`src/rtl/tmds_channel_deskew.sv`:
```
// Inter-channel deskew for NCH word-aligned TMDS lanes: polarity fix, blank-end arrival
// measurement, per-lane delay equalisation and lock/realign supervision.
module tmds_channel_deskew #(
  parameter int              NCH      = 3,
  parameter int              MAX_SKEW = 7,
  parameter int              MIN_CTL  = 8,
  parameter int              LOCK_CNT = 4,
  parameter logic [NCH-1:0]  INV_MASK = '0,
  localparam int             DW       = (MAX_SKEW > 0) ? $clog2(MAX_SKEW + 1) : 1
) (
  input  logic                clk_i,
  input  logic                rst_i,
  input  logic                in_valid_i,
  input  logic [10*NCH-1:0]   in_data_i,
  input  logic                realign_i,
  output logic                out_valid_o,
  output logic [10*NCH-1:0]   out_data_o,
  output logic                aligned_o,
  output logic                skew_err_o,
  output logic [NCH*DW-1:0]   lane_dly_o
);

  localparam int RW   = $clog2(MIN_CTL + 1);
  localparam int CW   = $clog2(MAX_SKEW + 2);
  localparam int HW   = $clog2(LOCK_CNT + 1);
  localparam int DL_D = (MAX_SKEW > 0) ? MAX_SKEW : 1;
  localparam logic [RW-1:0] RUN_SAT = RW'(MIN_CTL);

  typedef enum logic [1:0] {
    ST_SEARCH  = 2'd0,
    ST_MEASURE = 2'd1,
    ST_VERIFY  = 2'd2,
    ST_LOCKED  = 2'd3
  } state_e;

  function automatic logic is_ctl(input logic [9:0] wd);
    return (wd == 10'h354) || (wd == 10'h0AB) || (wd == 10'h154) || (wd == 10'h2AB);
  endfunction

  function automatic logic [RW-1:0] run_next(input logic [RW-1:0] run, input logic ctl);
    if (!ctl)           return '0;
    if (run == RUN_SAT) return run;
    return run + 1'b1;
  endfunction

  logic [9:0]    w      [NCH];
  logic [9:0]    tap    [NCH];
  logic [9:0]    dl_q   [NCH][DL_D];
  logic [RW-1:0] irun_q [NCH];
  logic [RW-1:0] irun_d [NCH];
  logic [RW-1:0] orun_q [NCH];
  logic [RW-1:0] orun_d [NCH];
  logic [NCH-1:0] ibe, obe;

  logic [DW-1:0] dly_q [NCH];
  logic [DW-1:0] dly_d [NCH];
  logic [CW-1:0] arr_q [NCH];
  logic [CW-1:0] arr_d [NCH];
  logic [NCH-1:0] arrived_q, arrived_d;
  logic [CW-1:0]  cnt_q, cnt_d, cnt_n, amax;
  logic [HW-1:0]  hits_q, hits_d;
  state_e         state_q, state_d;
  logic           err_d, skew_err_q;

  logic               out_valid_q;
  logic [10*NCH-1:0]  out_data_q;

  // Input-side words feed arrival measurement; tap-side words feed coincidence checking.
  always_comb begin
    for (int c = 0; c < NCH; c++) begin
      w[c]   = in_data_i[10*c +: 10] ^ {10{INV_MASK[c]}};
      tap[c] = w[c];
      for (int i = 1; i <= MAX_SKEW; i++) begin
        if (dly_q[c] == DW'(i)) tap[c] = dl_q[c][i-1];
      end
      ibe[c]    = in_valid_i && !is_ctl(w[c])   && (irun_q[c] == RUN_SAT);
      obe[c]    = in_valid_i && !is_ctl(tap[c]) && (orun_q[c] == RUN_SAT);
      irun_d[c] = in_valid_i ? run_next(irun_q[c], is_ctl(w[c]))   : irun_q[c];
      orun_d[c] = in_valid_i ? run_next(orun_q[c], is_ctl(tap[c])) : orun_q[c];
    end
  end

  // NOTE: delay-line contents are don't-care after reset, so this plain storage carries no reset.
  always_ff @(posedge clk_i) begin
    if (in_valid_i) begin
      for (int c = 0; c < NCH; c++) begin
        dl_q[c][0] <= w[c];
        for (int i = 1; i < DL_D; i++) dl_q[c][i] <= dl_q[c][i-1];
      end
    end
  end

  // NOTE: state is updated with non-blocking assignments so every register samples pre-edge values.
  always_ff @(posedge clk_i) begin
    if (rst_i) begin
      out_valid_q <= 1'b0;
      out_data_q  <= '0;
      for (int c = 0; c < NCH; c++) begin
        irun_q[c] <= '0;
        orun_q[c] <= '0;
      end
    end else begin
      out_valid_q <= in_valid_i;
      for (int c = 0; c < NCH; c++) begin
        if (in_valid_i) out_data_q[10*c +: 10] <= tap[c];
        irun_q[c] <= irun_d[c];
        orun_q[c] <= orun_d[c];
      end
    end
  end

  // NOTE: every signal driven here gets a default first, so no path can infer a latch.
  always_comb begin
    state_d   = state_q;
    cnt_d     = cnt_q;
    hits_d    = hits_q;
    arr_d     = arr_q;
    arrived_d = arrived_q;
    dly_d     = dly_q;
    err_d     = 1'b0;
    cnt_n     = cnt_q + 1'b1;
    amax      = '0;

    if (realign_i) begin
      state_d = ST_SEARCH;
    end else if (in_valid_i) begin
      unique case (state_q)
        ST_SEARCH: begin
          if (|ibe) begin
            cnt_d     = '0;
            arrived_d = ibe;
            for (int c = 0; c < NCH; c++) arr_d[c] = '0;
            state_d   = ST_MEASURE;
          end
        end
        ST_MEASURE: begin
          cnt_d = cnt_n;
          if (cnt_n <= CW'(MAX_SKEW)) begin
            for (int c = 0; c < NCH; c++) begin
              if (ibe[c] && !arrived_q[c]) begin
                arrived_d[c] = 1'b1;
                arr_d[c]     = cnt_n;
              end
            end
          end
          if (&arrived_d) begin
            for (int c = 0; c < NCH; c++) if (arr_d[c] > amax) amax = arr_d[c];
            for (int c = 0; c < NCH; c++) dly_d[c] = DW'(amax - arr_d[c]);
            hits_d  = '0;
            state_d = ST_VERIFY;
          end else if (cnt_n > CW'(MAX_SKEW)) begin
            err_d   = 1'b1;
            state_d = ST_SEARCH;
          end
        end
        ST_VERIFY: begin
          if (&obe) begin
            hits_d = hits_q + 1'b1;
            if (hits_d == HW'(LOCK_CNT)) state_d = ST_LOCKED;
          end else if (|obe) begin
            state_d = ST_SEARCH;
          end
        end
        ST_LOCKED: begin
          if (|obe && !(&obe)) begin
            err_d   = 1'b1;
            state_d = ST_SEARCH;
          end
        end
        default: state_d = ST_SEARCH;
      endcase
    end
  end

  always_ff @(posedge clk_i) begin
    if (rst_i) begin
      state_q    <= ST_SEARCH;
      cnt_q      <= '0;
      hits_q     <= '0;
      arrived_q  <= '0;
      skew_err_q <= 1'b0;
      for (int c = 0; c < NCH; c++) begin
        arr_q[c] <= '0;
        dly_q[c] <= '0;
      end
    end else begin
      state_q    <= state_d;
      cnt_q      <= cnt_d;
      hits_q     <= hits_d;
      arrived_q  <= arrived_d;
      skew_err_q <= err_d;
      arr_q      <= arr_d;
      dly_q      <= dly_d;
    end
  end

  always_comb begin
    lane_dly_o = '0;
    for (int c = 0; c < NCH; c++) lane_dly_o[DW*c +: DW] = dly_q[c];
  end

  assign out_valid_o = out_valid_q;
  assign out_data_o  = out_data_q;
  assign aligned_o   = (state_q == ST_LOCKED);
  assign skew_err_o  = skew_err_q;

endmodule
```
`config.mk`:
```
export PLATFORM = sky130hd
export DESIGN_NAME = tmds_channel_deskew
export DESIGN_NICKNAME = d
export VERILOG_FILES = /design/src/rtl/tmds_channel_deskew.sv
export SDC_FILE = /design/constraint.sdc
export NUM_CORES = 1
export LEC_CHECK = 0
export CAP_MARGIN = 20
export CORE_ASPECT_RATIO = 1.2
export CORE_MARGIN = 2
export CORE_UTILIZATION = 55
export CTS_CLUSTER_SIZE = 40
export DETAILED_ROUTE_END_ITERATION = 8
export GPL_TIMING_DRIVEN = 0
export PLACE_DENSITY = 0.74
export SYNTH_ARGS = -nofsm -noshare
export SYNTH_HDL_FRONTEND = slang
export SYNTH_SLANG_ARGS = --single-unit
```
`constraint.sdc`:
```
create_clock -name clk_i -period 17.21 [get_ports clk_i]
set_clock_uncertainty 0.1 [all_clocks]
set_input_delay 1.721 -clock clk_i [delete_from_list [all_inputs] [get_ports clk_i]]
set_output_delay 1.721 -clock clk_i [all_outputs]
set_load 0.02 [all_outputs]
```
After elaboration in Yosys (flattened, before gate mapping)
Memory sizes are Yosys's and may differ from the RTL's. Cells that the tools add are included.

Bitwise logic cells: 8. Equal/unequal tests: 62. $add $sub $neg: 11. Muxes and demuxes: 124. Reduce and logical (&&, ||, !) cells: 57. $lt $le $gt $ge: 5.

Operator list (count): two-way mux 10 bit (21); two-way mux 4 bit (50); == test 10 bit (second input constant) (12); == test 10 x 8 -> 1 bit (second input constant) (6); == test 10 x 9 -> 1 bit (second input constant) (6); two-way mux 12 bit (5); == test 3 bit (second input constant) (13); two-way mux 3 bit (12); adder 4 x 1 -> 4 bit (second input constant) (7); == test 4 bit (second input constant) (6); one-hot mux 12 bit (2 select lines) (1); two-way mux 1 bit (23); == test 3 x 2 -> 1 bit (second input constant) (6); logical OR 1 bit (18); logical AND 1 bit (16); two-way mux 2 bit (7); one-hot mux 3 bit (2 select lines) (2); AND reduction 6 bit (2); zero test 1 bit (10); == test 3 x 1 -> 1 bit (second input constant) (3); != test 3 bit (second input constant) (3); OR reduction 3 bit (3); subtractor 3 bit (3); > comparator 4 bit (2); other kinds (19) (30).

Memories kept: 3. Output and inout bits: 42. Flip-flop bits (word level): 65. Memory bits (writable): 234. Bits of input ports: 34. Logic and storage cells: 283.

Memory list: dl_q (depth 3, width 70, read ports 3, clocked after Yosys merged registers in 0, write ports 3, RTL line 48) `logic [9:0] dl_q [NCH][DL_D];`; irun_q (depth 3, width 4, read ports 3, clocked after Yosys merged registers in 0, write ports 3, RTL line 49) `logic [RW-1:0] irun_q [NCH];`; orun_q (depth 3, width 4, read ports 3, clocked after Yosys merged registers in 0, write ports 3, RTL line 51) `logic [RW-1:0] orun_q [NCH];`.

Depth between registers and ports, before layout
Depth after elaboration: 32. Depth in mapped cells: 28. Gate-level depth less buffers: 28.

Least setup slack after synthesis
No wires, ideal clock.

Path kind: input -> register. From: input port in_data_i[17]. To: register dly_q, in the netlist lane_dly_o[2]. Data required time: 17.014 ns. Arrival: 6.644 ns. Setup time: 0.096 ns. Path buffers: 0. Path slack: 10.371 ns. Stages: 23. Cell sequence: or4b_1 nor4_2 nor4_1 a21oi_1 ha_1 nor2b_1 o21a_1 o21a_1 o21ai_0 mux2i_1 ha_1 nor2b_1 o21ai_0 nand2b_1 a21oi_1 a41o_1 mux2i_1 ha_1 inv_1 fa_1 xor2_1 or4_1 o311ai_1.

Longest elaborated chain between the ends: 26. Elaborated cells between the ends (all ways): 35. Those cells by class: add/sub: 1; order compare: 2; eq/ne: 4; mux: 20; reduce/logical: 8.

Ends and longest elaborated chain: from (decl) (RTL line 14) `input logic [10*NCH-1:0] in_data_i,`; == test 10 bit or == test 10 x 8 -> 1 bit (tied branches) (RTL line 37) `return (wd == 10'h354) || (wd == 10'h0AB) || (wd == 10'h154) || (wd == 10'h2AB);`; logical OR 1 bit (2 in series) (RTL line 37); logical OR 1 bit (*) (RTL line 37); zero test 1 bit (*); logical AND 1 bit (*) (2 in series) (RTL line 76) `ibe[c] = in_valid_i && !is_ctl(w[c]) && (irun_q[c] == RUN_SAT);`; logical AND 1 bit (*) (RTL line 140) `if (ibe[c] && !arrived_q[c]) begin`; two-way mux 4 bit (RTL line 140); two-way mux 12 bit (RTL line 138) `if (cnt_n <= CW'(MAX_SKEW)) begin`; (+8 left out); two-way mux 4 bit (RTL line 124) `if (realign_i) begin`; > comparator 4 bit (RTL line 147) `for (int c = 0; c < NCH; c++) if (arr_d[c] > amax) amax = arr_d[c];`; two-way mux 3 bit (RTL line 147); two-way mux 3 bit (RTL line 146) `if (&arrived_d) begin`; two-way mux 3 bit (RTL line 127) `unique case (state_q)`; two-way mux 3 bit (RTL line 126) `end else if (in_valid_i) begin`; two-way mux 3 bit (RTL line 124); subtractor 3 bit (RTL line 148) `for (int c = 0; c < NCH; c++) dly_d[c] = DW'(amax - arr_d[c]);`; to (signal assigned) (RTL line 193) `dly_q <= dly_d;`; to (decl) (RTL line 55) `logic [DW-1:0] dly_q [NCH];`.

Every way passes the cells marked *; elsewhere a longest branch is shown, timed or not. The select of a mux whose other input is x is not followed. A chain may end at the register's enable or synchronous reset.

Worst setup path after layout
From: input port in_valid_i. To: register dly_q, in the netlist lane_dly_o[2].

Longest elaborated chain between the ends: 27. Elaborated cells between the ends (all ways): 43. Those cells by class: add/sub: 1; order compare: 3; mux: 29; reduce/logical: 10.

Ends and longest elaborated chain: from (decl) (RTL line 13) `input logic in_valid_i,`; logical AND 1 bit (2 in series) (RTL line 76); logical AND 1 bit (RTL line 140); two-way mux 4 bit (RTL line 140); two-way mux 12 bit (RTL line 138); two-way mux 12 bit (RTL line 127); two-way mux 12 bit (RTL line 126); two-way mux 12 bit (RTL line 124); > comparator 4 x 1 -> 1 bit (RTL line 147); (+10 left out); two-way mux 4 bit (RTL line 124); > comparator 4 bit (RTL line 147); two-way mux 3 bit (RTL line 147); two-way mux 3 bit (RTL line 146); two-way mux 3 bit (RTL line 127); two-way mux 3 bit (RTL line 126); two-way mux 3 bit (RTL line 124); subtractor 3 bit (RTL line 148).

Several ways; a longest one is shown, not always the timed one. The select of a mux whose other input is x is not followed.

==> impl_results.md <==
- Clk sinks: 299
- H-Tree Depth: 1
- Logic pwr share: 0.051
- #FFs+latches synth: 299
- Register area: 8090 um2
- Unrepaired setup endpoints after global routing: false
- IR drop worst, VDD: 0.0000819 V
- Detailed Place HPWL: 19,300 um
- Clk buf depth: 3
- Switching power: 0.331 mW
- Port Buffer Count: 75
- Crit start category: input port
- Min Hold Slack: 0.336 ns
- Layout fillers: 1,754
- Total GRT Usage: 0.231
- Multi-input logic area: 4570 um2
- DR pass1 iterations: 5
- Critical Path End Type: flop
- Seq/Total Area, Yosys: 0.623
- Synth warn: 0
- Crit path required time: 17.52 ns
- HP Start: dl_q[1][49]
- Type of the worst min-delay path: flop to flop
- Core Area: 23,200 um2
- Post-Synth XOR/XNOR Area: 0.0121
- Synth Area per Inst: 14.1 um2
- Actual slew at the worst max-slew pin: 0.944 ns
- Cts bufs inserted: 29
- Final Hold Viols: 0
- Dominant synthesized flop cell: edfxtp_1
- Final setup fails: 0
- Largest family of logic cells by synthesized area: multiplexers
- CP max FO: 109
- Switching share of power: 0.214
- Clock transition at the registers of the reported paths: 0.07 ns
- Die width: 144 um
- Asr flop ratio synth: 0
- Number of remaining DRC errors: 0
- Clock power frac: 0.412
- Vias per inst: 6.00
- Tot Pwr: 1.55 mW
- Crit path launch: in_valid_i
- Simple-gate share of the synthesized area: 0.106
- Antenna viol nets, final: 0
- Fin. max-slew vios: 0
- Reg-to-Reg Start: irun_q[0][0]
- Post-synth cell types: 75
- Final #Nets: 1,091
- I/O Pins: 76
- Synthesized area: 13,000 um2
- Gpl congestion: 0.914
- Largest net degree at the start of global routing: 110
- Max-Cap Viols: 0
- Share of cells above drive strength 1: 0.133
- Power per cell area: 102 nW/um2
- Via count: 8,188
- Final cycle utilization of the critical path: 0.479
- Mux cell area share after synthesis: 0.128
- Post-CTS Setup Bufs: 0
- Compound-Gate Fraction of Synth Area: 0.0757
- Crit path DAT: 8.55 ns
- Kind of critical path: input port to flop
- First-pass GRT wire length: 43,900 um
- Routed WL per cell: 20.9 um
- Number of synthesized flops with an enable pin: 210
- Leak: 5.16 nW
- Register share of total power: 0.537
- Max-Slew Margin vs Limit: 0.370
- Internal power: 1.22 mW
- Hold buffers post-CTS: 0
- N_diodes: 0
- Status: finished, final reports clean
- Number of global-route vias before repair: 7,881
- Initial Util: 0.560
- Most frequent cells in the layout: edfxtp_1 (210), nor2_1 (98), dfxtp_1 (89), clkdlybuf4s50_1 (74), mux4_2 (53)
- Die height: 172 um
- Rows: 61
- CTS resizes: 0
- Syn_nets: 983
- Area Growth Syn to Fin: 16.5%
- CTS tree: built
- Shortest period the worst path allows: 8.24 ns
- Final WL: 28,500 um
- Commonest non-fill, non-tap cell in the layout: edfxtp_1
- Full die area: 24,900 um2
- Initial antenna violation count: 0
- Synth Area in Adders: 0.0306
- DP Worst Slack: 8.51 ns
- Setup ws final: 8.97 ns
- Synthesized instance count: 919
- Clock Latency Late Sink: 0.55 ns
- GRT Residual Overflow: 0
- CTS Root Cell: clkbuf_16
- FMAX: 121 MHz
- 1st-iter DRT viols: 646
- Post-route setup TNS: 0 ns
[layer usage]
layer  GRT usage  wire length, um
met5           0                0
met4      0.0718              790
met3      0.0399             1660
met2       0.377            13700
met1       0.322            12300
[worst max-delay path: stages]
cell and delay, ns:
buf_8 0.52, inv_2 0.29, nor4b_2 0.64, nand2_1 0.40
o21ai_0 0.55, inv_1 0.10, ha_1 0.30, nor2b_1 0.13
o21a_1 0.16, o21a_1 0.18, o21ai_0 0.35, mux2i_1 0.30
ha_1 0.28, nor2b_1 0.13, o21ai_0 0.13, nand2b_1 0.07
a21oi_1 0.14, a41o_1 0.25, mux2i_1 0.37, ha_1 0.21
inv_1 0.05, fa_1 0.37, xor2_1 0.18, or4_1 0.42
o311ai_1 0.15
[flip-flops by register name, summed over array words and instances (netlist names)]
| register | cells |
|---|---|
| dl_q | 210 |
| arrived_q | 3 |
| out_valid_o | 1 |
| out_data_o | 30 |
| orun_q | 12 |
| state_q | 2 |
| hits_q | 3 |
| skew_err_o | 1 |
| lane_dly_o | 9 |
| arr_q | 12 |
| irun_q | 12 |
| cnt_q | 4 |
[Yosys cell counts, drive strengths merged (23+ instances only)]
library cell,number,share of area
clkbuf,26,0.0075
mux4,54,0.094
ha,27,0.026
a211oi,28,0.016
mux2i,32,0.026
nor3,23,0.0089
nand2,44,0.013
dfxtp,89,0.14
a21oi,28,0.011
inv,32,0.0093
edfxtp,210,0.49
nor2,98,0.028
[power groups by stage]
| stage | sequential (mW) | clock (mW) | combinational (mW) |
|---|---|---|---|
| after floorplan | 0.844 | 0 | 0.0299 |
| after global placement | 0.851 | 0 | 0.0767 |
| final | 0.830 | 0.638 | 0.0786 |
| after detailed placement | 0.845 | 0 | 0.0785 |
| after global routing | 0.834 | 0.677 | 0.0842 |
| after CTS | 0.831 | 0.649 | 0.0788 |
[through the flow]
stage                     utilization  area, um2  instances
after global placement          0.609      14100       1309
after floorplan                     -      13000        919
after detailed placement        0.611      14200       1311
after CTS                       0.652      15100       1364
after global routing            0.652      15100       1364
final                           0.652      15100       1364
[area by class of cell]
class	instances	share of cell area
Sequential cell	299	0.535
Multi-Input combinational cell	545	0.302
Timing Repair Buffer	77	0.0523
Clock buffer	32	0.0494
Tap cell	315	0.0261
Clock inverter	21	0.0136
Buffer	43	0.0136
Inverter	32	0.00794
[kinds of logic (layout without fill, tap and decap cells)]
| family | Yosys count | count (layout) |
|---|---|---|
| flip-flops | 299 | 299 |
| buffers and inverters | 75 | 205 |
| AND/OR/NAND/NOR | 265 | 265 |
| XOR/XNOR | 18 | 18 |
| adder cells (fa/ha/maj) | 30 | 30 |
| multiplexers | 95 | 95 |
| AO/OA/AOI/OAI | 137 | 137 |
[final timing paths]
path              endpoint  slack [ns]  cells past startpoint
max reg2reg  lane_dly_o[2]       10.49                     26
min            dl_q[1][39]        0.34                      0
max          lane_dly_o[2]        8.97                     25
min reg2reg    dl_q[1][39]        0.34                      0
Power figures use the tool's default switching activity.
